<file path="src/rtl/cfg_sequencer_pkg.sv">
// Shared types and constants for the SPI-driven configuration sequencer.
// No logic; imported by the sequencer datapath and FSM.
package cfg_sequencer_pkg;

    typedef enum logic [1:0] {
        ST_IDLE,
        ST_ADDR,
        ST_DATA,
        ST_HOLD
    } state_t;

    localparam logic [7:0] REG_BG    = 8'd0;
    localparam logic [7:0] REG_COLOR = 8'd1;
    localparam logic [7:0] REG_AUDIO = 8'd2;
    localparam logic [7:0] NUM_REGS  = 8'd3;

    localparam logic [7:0] RST_BG    = 8'h00;
    localparam logic [5:0] RST_COLOR = 6'b101010;
    localparam logic       RST_AUDIO = 1'b1;

    function automatic logic [7:0] reg_read(
        input logic [7:0] addr,
        input logic [7:0] bg,
        input logic [5:0] color,
        input logic       audio
    );
        logic [7:0] val;
        val = 8'h00;
        case (addr)
            REG_BG:    val = bg;
            REG_COLOR: val = {2'b00, color};
            REG_AUDIO: val = {7'b0, audio};
            default:   val = 8'h00;
        endcase
        return val;
    endfunction

endpackage

</file>
<file path="src/rtl/cfg_sequencer_sync2.sv">
// Two-flop synchronizer for a single asynchronous pad input.
// Latency: 2 clk cycles; no flow control.
module sync2 (
    input  logic clk,
    input  logic rst_n,
    input  logic d,
    output logic q
);

    logic r_meta;
    logic r_q;

    always_ff @(posedge clk or negedge rst_n) begin
        if (!rst_n) begin
            r_meta <= 1'b0;
            r_q    <= 1'b0;
        end else begin
            r_meta <= d;
            r_q    <= r_meta;
        end
    end

    assign q = r_q;

endmodule

</file>
<file path="src/rtl/cfg_sequencer.sv">
// SPI slave writing shadow config registers, committed to live outputs at frame start.
// Latency: 4 clk from last SCLK edge to shadow write; SPI has no backpressure (clk >= 8x SCLK).
module cfg_sequencer
    import cfg_sequencer_pkg::*;
(
    input  logic       clk,
    input  logic       rst_n,
    input  logic       sclk_in,
    input  logic       ssel_in,
    input  logic       mosi_in,
    input  logic       frame_start,
    output logic       miso,
    output logic [7:0] background_state,
    output logic [5:0] solid_color,
    output logic       audio_en,
    output logic       cfg_update,
    output logic       cmd_err
);

    logic w_sclk, w_ssel, w_mosi;

    sync2 u_sync_sclk (.clk(clk), .rst_n(rst_n), .d(sclk_in), .q(w_sclk));
    sync2 u_sync_ssel (.clk(clk), .rst_n(rst_n), .d(ssel_in), .q(w_ssel));
    sync2 u_sync_mosi (.clk(clk), .rst_n(rst_n), .d(mosi_in), .q(w_mosi));

    logic       r_sclk_d, r_ssel_d;
    logic [1:0] r_warm;
    logic       r_seen_low;
    logic       w_sclk_rise, w_ssel_rise, w_ssel_fall;

    // A select already high when reset releases must not look like a new transaction.
    always_ff @(posedge clk or negedge rst_n) begin
        if (!rst_n) begin
            r_sclk_d   <= 1'b0;
            r_ssel_d   <= 1'b0;
            r_warm     <= 2'd0;
            r_seen_low <= 1'b0;
        end else begin
            r_sclk_d <= w_sclk;
            r_ssel_d <= w_ssel;
            if (r_warm != 2'd3)
                r_warm <= r_warm + 2'd1;
            if (r_warm == 2'd3 && !w_ssel)
                r_seen_low <= 1'b1;
        end
    end

    assign w_sclk_rise = w_sclk & ~r_sclk_d;
    assign w_ssel_rise = w_ssel & ~r_ssel_d & r_seen_low;
    assign w_ssel_fall = ~w_ssel & r_ssel_d;

    logic [2:0] r_bit_cnt;
    logic [7:0] r_shift;
    logic       r_byte_done;

    always_ff @(posedge clk or negedge rst_n) begin
        if (!rst_n) begin
            r_bit_cnt   <= 3'd0;
            r_shift     <= 8'h00;
            r_byte_done <= 1'b0;
        end else begin
            r_byte_done <= 1'b0;
            if (w_ssel_fall) begin
                r_bit_cnt <= 3'd0;
                r_shift   <= 8'h00;
            end else if (w_sclk_rise && w_ssel) begin
                r_shift     <= {r_shift[6:0], w_mosi};
                r_bit_cnt   <= r_bit_cnt + 3'd1;
                r_byte_done <= (r_bit_cnt == 3'd7);
            end
        end
    end

    state_t     r_state;
    logic [7:0] r_addr;
    logic [7:0] r_rd_shift;
    logic       r_miso, r_cmd_err, r_dirty, r_cfg_update;
    logic [7:0] r_sh_bg, r_bg;
    logic [5:0] r_sh_color, r_color;
    logic       r_sh_audio, r_audio;
    logic [7:0] w_rd_val;

    assign w_rd_val = reg_read(r_shift, r_bg, r_color, r_audio);

    always_ff @(posedge clk or negedge rst_n) begin
        if (!rst_n) begin
            r_state      <= ST_IDLE;
            r_addr       <= 8'h00;
            r_rd_shift   <= 8'h00;
            r_miso       <= 1'b0;
            r_cmd_err    <= 1'b0;
            r_dirty      <= 1'b0;
            r_cfg_update <= 1'b0;
            r_sh_bg      <= RST_BG;
            r_sh_color   <= RST_COLOR;
            r_sh_audio   <= RST_AUDIO;
            r_bg         <= RST_BG;
            r_color      <= RST_COLOR;
            r_audio      <= RST_AUDIO;
        end else begin
            r_cfg_update <= 1'b0;
            // Commit samples the shadows before any same-cycle write; that write re-arms dirty below.
            if (frame_start && r_dirty) begin
                r_bg         <= r_sh_bg;
                r_color      <= r_sh_color;
                r_audio      <= r_sh_audio;
                r_dirty      <= 1'b0;
                r_cfg_update <= 1'b1;
            end
            if (w_ssel_fall) begin
                r_state <= ST_IDLE;
                r_miso  <= 1'b0;
            end else begin
                case (r_state)
                    ST_IDLE: begin
                        if (w_ssel_rise) begin
                            r_state   <= ST_ADDR;
                            r_cmd_err <= 1'b0;
                        end
                    end
                    ST_ADDR: begin
                        if (r_byte_done) begin
                            r_state    <= ST_DATA;
                            r_addr     <= r_shift;
                            r_miso     <= w_rd_val[7];
                            r_rd_shift <= {w_rd_val[6:0], 1'b0};
                            if (r_shift >= NUM_REGS)
                                r_cmd_err <= 1'b1;
                        end
                    end
                    ST_DATA: begin
                        if (r_byte_done) begin
                            r_state <= ST_HOLD;
                            r_miso  <= 1'b0;
                            if (r_addr < NUM_REGS) begin
                                case (r_addr)
                                    REG_BG:    r_sh_bg    <= r_shift;
                                    REG_COLOR: r_sh_color <= r_shift[5:0];
                                    REG_AUDIO: r_sh_audio <= r_shift[0];
                                    default:   r_sh_bg    <= r_sh_bg;
                                endcase
                                r_dirty <= 1'b1;
                            end
                        end else if (w_sclk_rise && w_ssel) begin
                            r_miso     <= r_rd_shift[7];
                            r_rd_shift <= {r_rd_shift[6:0], 1'b0};
                        end
                    end
                    default: begin
                        r_state <= ST_HOLD;
                    end
                endcase
            end
        end
    end

    assign miso             = r_miso;
    assign background_state = r_bg;
    assign solid_color      = r_color;
    assign audio_en         = r_audio;
    assign cfg_update       = r_cfg_update;
    assign cmd_err          = r_cmd_err;

endmodule
</file>
<file path="config.mk">
export PLATFORM = sky130hd
export DESIGN_NAME = cfg_sequencer
export DESIGN_NICKNAME = d
export VERILOG_FILES = /design/src/rtl/cfg_sequencer_pkg.sv /design/src/rtl/cfg_sequencer_sync2.sv /design/src/rtl/cfg_sequencer.sv
export SDC_FILE = /design/constraint.sdc
export NUM_CORES = 1
export LEC_CHECK = 0
export CAP_MARGIN = 20
export CORE_MARGIN = 2
export CORE_UTILIZATION = 52
export CTS_CLUSTER_DIAMETER = 120
export CTS_CLUSTER_SIZE = 8
export DETAILED_ROUTE_END_ITERATION = 10
export PLACE_DENSITY = 0.77
export SLEW_MARGIN = 10
export SYNTH_ARGS = -nofsm -noshare
export SYNTH_HDL_FRONTEND = slang
export SYNTH_SLANG_ARGS = --single-unit
</file>
<file path="constraint.sdc">
create_clock -name clk -period 1.7 [get_ports clk]
set_clock_uncertainty 0.05 [all_clocks]
set_input_delay 0.34 -clock clk [delete_from_list [all_inputs] [get_ports clk]]
set_output_delay 0.34 -clock clk [all_outputs]
set_load 0.01 [all_outputs]
</file>
==> metrics.cfg <==
[cells_and_area]
final_nets=294
area_growth_pct=27.3
fin_area_um2=3890
diodes=0
drive_gt1_share_pct=35.5

[grt]
grt_usage_pct=20.5
grt_pass1_wl_um=9830
overflow=0
grt_antenna_before_repair=0
grt_max_degree=75
grt_pass1_vias=1971

[clock_tree]
h-tree-depth=3
cts_tree=yes
cts_made_buffers=9
clkSlewWorstSetupHoldPaths_ps=70
clockBufferDepth=2
clk_latency_ps=350
cts.sinks=74
clockRootBuffer=clkbuf_8

[die]
die_h_um=80.7
io_pins=24
fp.dieArea_um2=6510
start_util_pct=54.8
rows=27
core_area_um2=5570
die_x_um=80.7

[yosys]
avgSynthCellArea_um2=13.0
yosysSeqAreaShare_pct=60.9
synth_cells=235
ys.warnings.count=0
syn_nets=244
ys_ff_latch=74
async_flop_share_pct=100
synth_cell_types=38
synth_ff_type=dfrtp_1
netlist_area_um2=3060
synth-edff-count=0

[power_and_ir_drop]
power_density_nw_per_um2=885
vdd_drop_max_mv=0.633
power_mw=3.44
leakagePower_nw=1.96

[drt]
m1WireLength_um=2820
wl_met3_um=245
initialDrtViolationCount=90
vias=1990
top_layer_used=met4
post_drt_wl_per_cell_um=16.6
drt-total-wl_um=6010
vias_per_cell=5.50
route.detailed.drc=0
wl_met2_um=2840
postRouteAntennaNets=0
dr.pass1.iters=4

[worst_setup_path]
critPathRequiredTime_ps=1890
crit_type=reg2reg
end_kind=register
crit_fanout=6
arrival_ps=2060
setup.worst_path.start_class=register

[sta]
fin_crit_sh_pct=110
finalHoldViolations=0
rsz0062_at_grt=yes
finalMaxSlewViolations=0
tightestPinTransition_ps=420
period_minus_slack_ps=1870
slew_headroom_pct=72.0
setup_viol=19
setup_ws_ps=-170
fmax_mhz=535

[run_status]
outcome=complete, but fails checks
violations=setup timing

[place]
place_ws_ps=-300
place_hpwl_um=3950
placed_area_um2=3540
io_buffers=23
place_congestion=0.823

[run]
maxCapViolCount=0

[min_path]
hp-class=reg2reg

area by class of cell:
cell class | instances | area, µm²
sequential | 74 | 1860
timing repair buffer | 50 | 482
inverter | 3 | 11.3
tap | 72 | 90.1
clock inverter | 7 | 93.8
clock buffer | 9 | 124
multi-input combinational | 147 | 1230
fill | 399 | 1690
what timing repair did:
item | CTS | global route
gates resized for setup | 11 | 27
setup endpoints to repair | 35 | 29
hold buffers | 1 | 0
setup buffers | 2 | 1
pin swaps | 1 | 10
hold endpoints to repair | 66 | 0
layer usage:
metal | up-vias | track usage, %
met2 | 36 | 31.0
met5 | - | 0
li1 | 942 | -
met1 | 1001 | 27.8
met4 | 0 | 8.47
met3 | 11 | 5.96
cell families after synthesis:
family	after synthesis	share of synthesized area [%]
flip-flops	74	60.9
AND/OR/NAND/NOR	73	13.6
multiplexers	46	16.7
AO/OA/AOI/OAI	24	5.20
buffers and inverters	14	2.05
adder cells (fa/ha/maj)	3	1.23
XOR/XNOR	1	0.287
stage by stage:
stage	TNS [ps]	hold slack (ps)	cells	util, %
2_1_floorplan	-521	-5.59	235	-
3_3_place_gp	-2090	285	342	63.6
3_5_place_dp	-3860	288	342	63.6
4_1_cts	-1490	301	361	68.1
5_1_grt	-3600	312	362	69.8
6_report	-1840	295	362	69.8
synth_stat cells, types with 2 or more instances:
master / number / area share [%]
ha_1: 3 / 1.2
a221oi_1: 2 / 0.57
o21ai_0: 9 / 1.5
inv_1: 3 / 0.37
a22oi_1: 5 / 1.2
nor3_2: 2 / 0.66
dfrtp_1: 66 / 54
o32a_1: 2 / 0.66
mux2_1: 5 / 1.8
nand3b_1: 5 / 1.2
nand2_1: 26 / 3.2
nor3_1: 4 / 0.66
nor3b_1: 2 / 0.49
buf_2: 2 / 0.33
a21o_1: 2 / 0.49
mux2_2: 34 / 13
a21oi_1: 3 / 0.49
nand3_1: 14 / 2.3
mux2i_1: 7 / 2.3
clkbuf_1: 7 / 0.86
nand2b_1: 2 / 0.41
nor2b_1: 2 / 0.41
dfstp_2: 8 / 6.9
nor2_1: 6 / 0.74
report_power, final:
part | internal, mW | switching (mW)
clock | 0.822 | 0.654
sequential | 1.79 | 0.0261
combinational | 0.0628 | 0.0892
total | 2.67 | 0.769
state kept, by name, indices dropped and copies added, names as in the netlist, 2 cells and up:
register / flops
r_warm: 2
r_sh_color: 6
r_shift: 8
r_rd_shift: 7
r_addr: 8
r_bit_cnt: 3
r_sh_bg: 8
solid_color: 6
r_state: 2
background_state: 8
cells in the final DEF, fill, tap and decap left out, types with 2 or more instances in the layout:
cell	synthesis	routed
nand3_1	14	12
buf_4	0	22
clkbuf_8	0	9
mux2_2	34	26
nand3b_1	5	5
nor3_1	4	4
a221oi_2	0	2
dlymetal6s2s_1	0	7
mux2_1	5	2
nand2b_1	2	2
o32a_1	2	2
dfrtp_1	66	66
mux2_4	0	11
mux2i_1	7	7
clkinv_2	0	2
a21o_1	2	2
bufinv_16	0	2
o21ai_0	9	4
o21ai_1	0	4
nor2_1	6	5
a22oi_1	5	5
nor3b_1	2	2
nor2b_1	2	2
clkinvlp_4	0	2
a21oi_1	3	2
clkdlybuf4s50_1	0	9
inv_1	3	3
ha_1	3	3
dlygate4sd2_1	0	6
nand3_2	0	2
dfstp_2	8	8
buf_12	0	3
nand2_1	26	26
final timing paths:
path	start	end	slack, ps	depth (start not counted)
min in group asynchronous	rst_n	u_sync_sclk.r_meta	490	3
max in group asynchronous	rst_n	audio_en	770	3
min reg2reg	u_sync_sclk.r_meta	u_sync_sclk.q	300	0
max reg2reg	r_addr[3]	r_sh_color[2]	-170	4
max	r_addr[3]	r_sh_color[2]	-170	4
min	u_sync_sclk.r_meta	u_sync_sclk.q	300	0
critical path: stages, from the launching register on:
cell,delay [ps]
dfrtp_1,410
or4b_4,540
nor4_4,200
nand4b_4,220
mux2_4,340
Note: power is estimated with default switching activity, not from simulation.
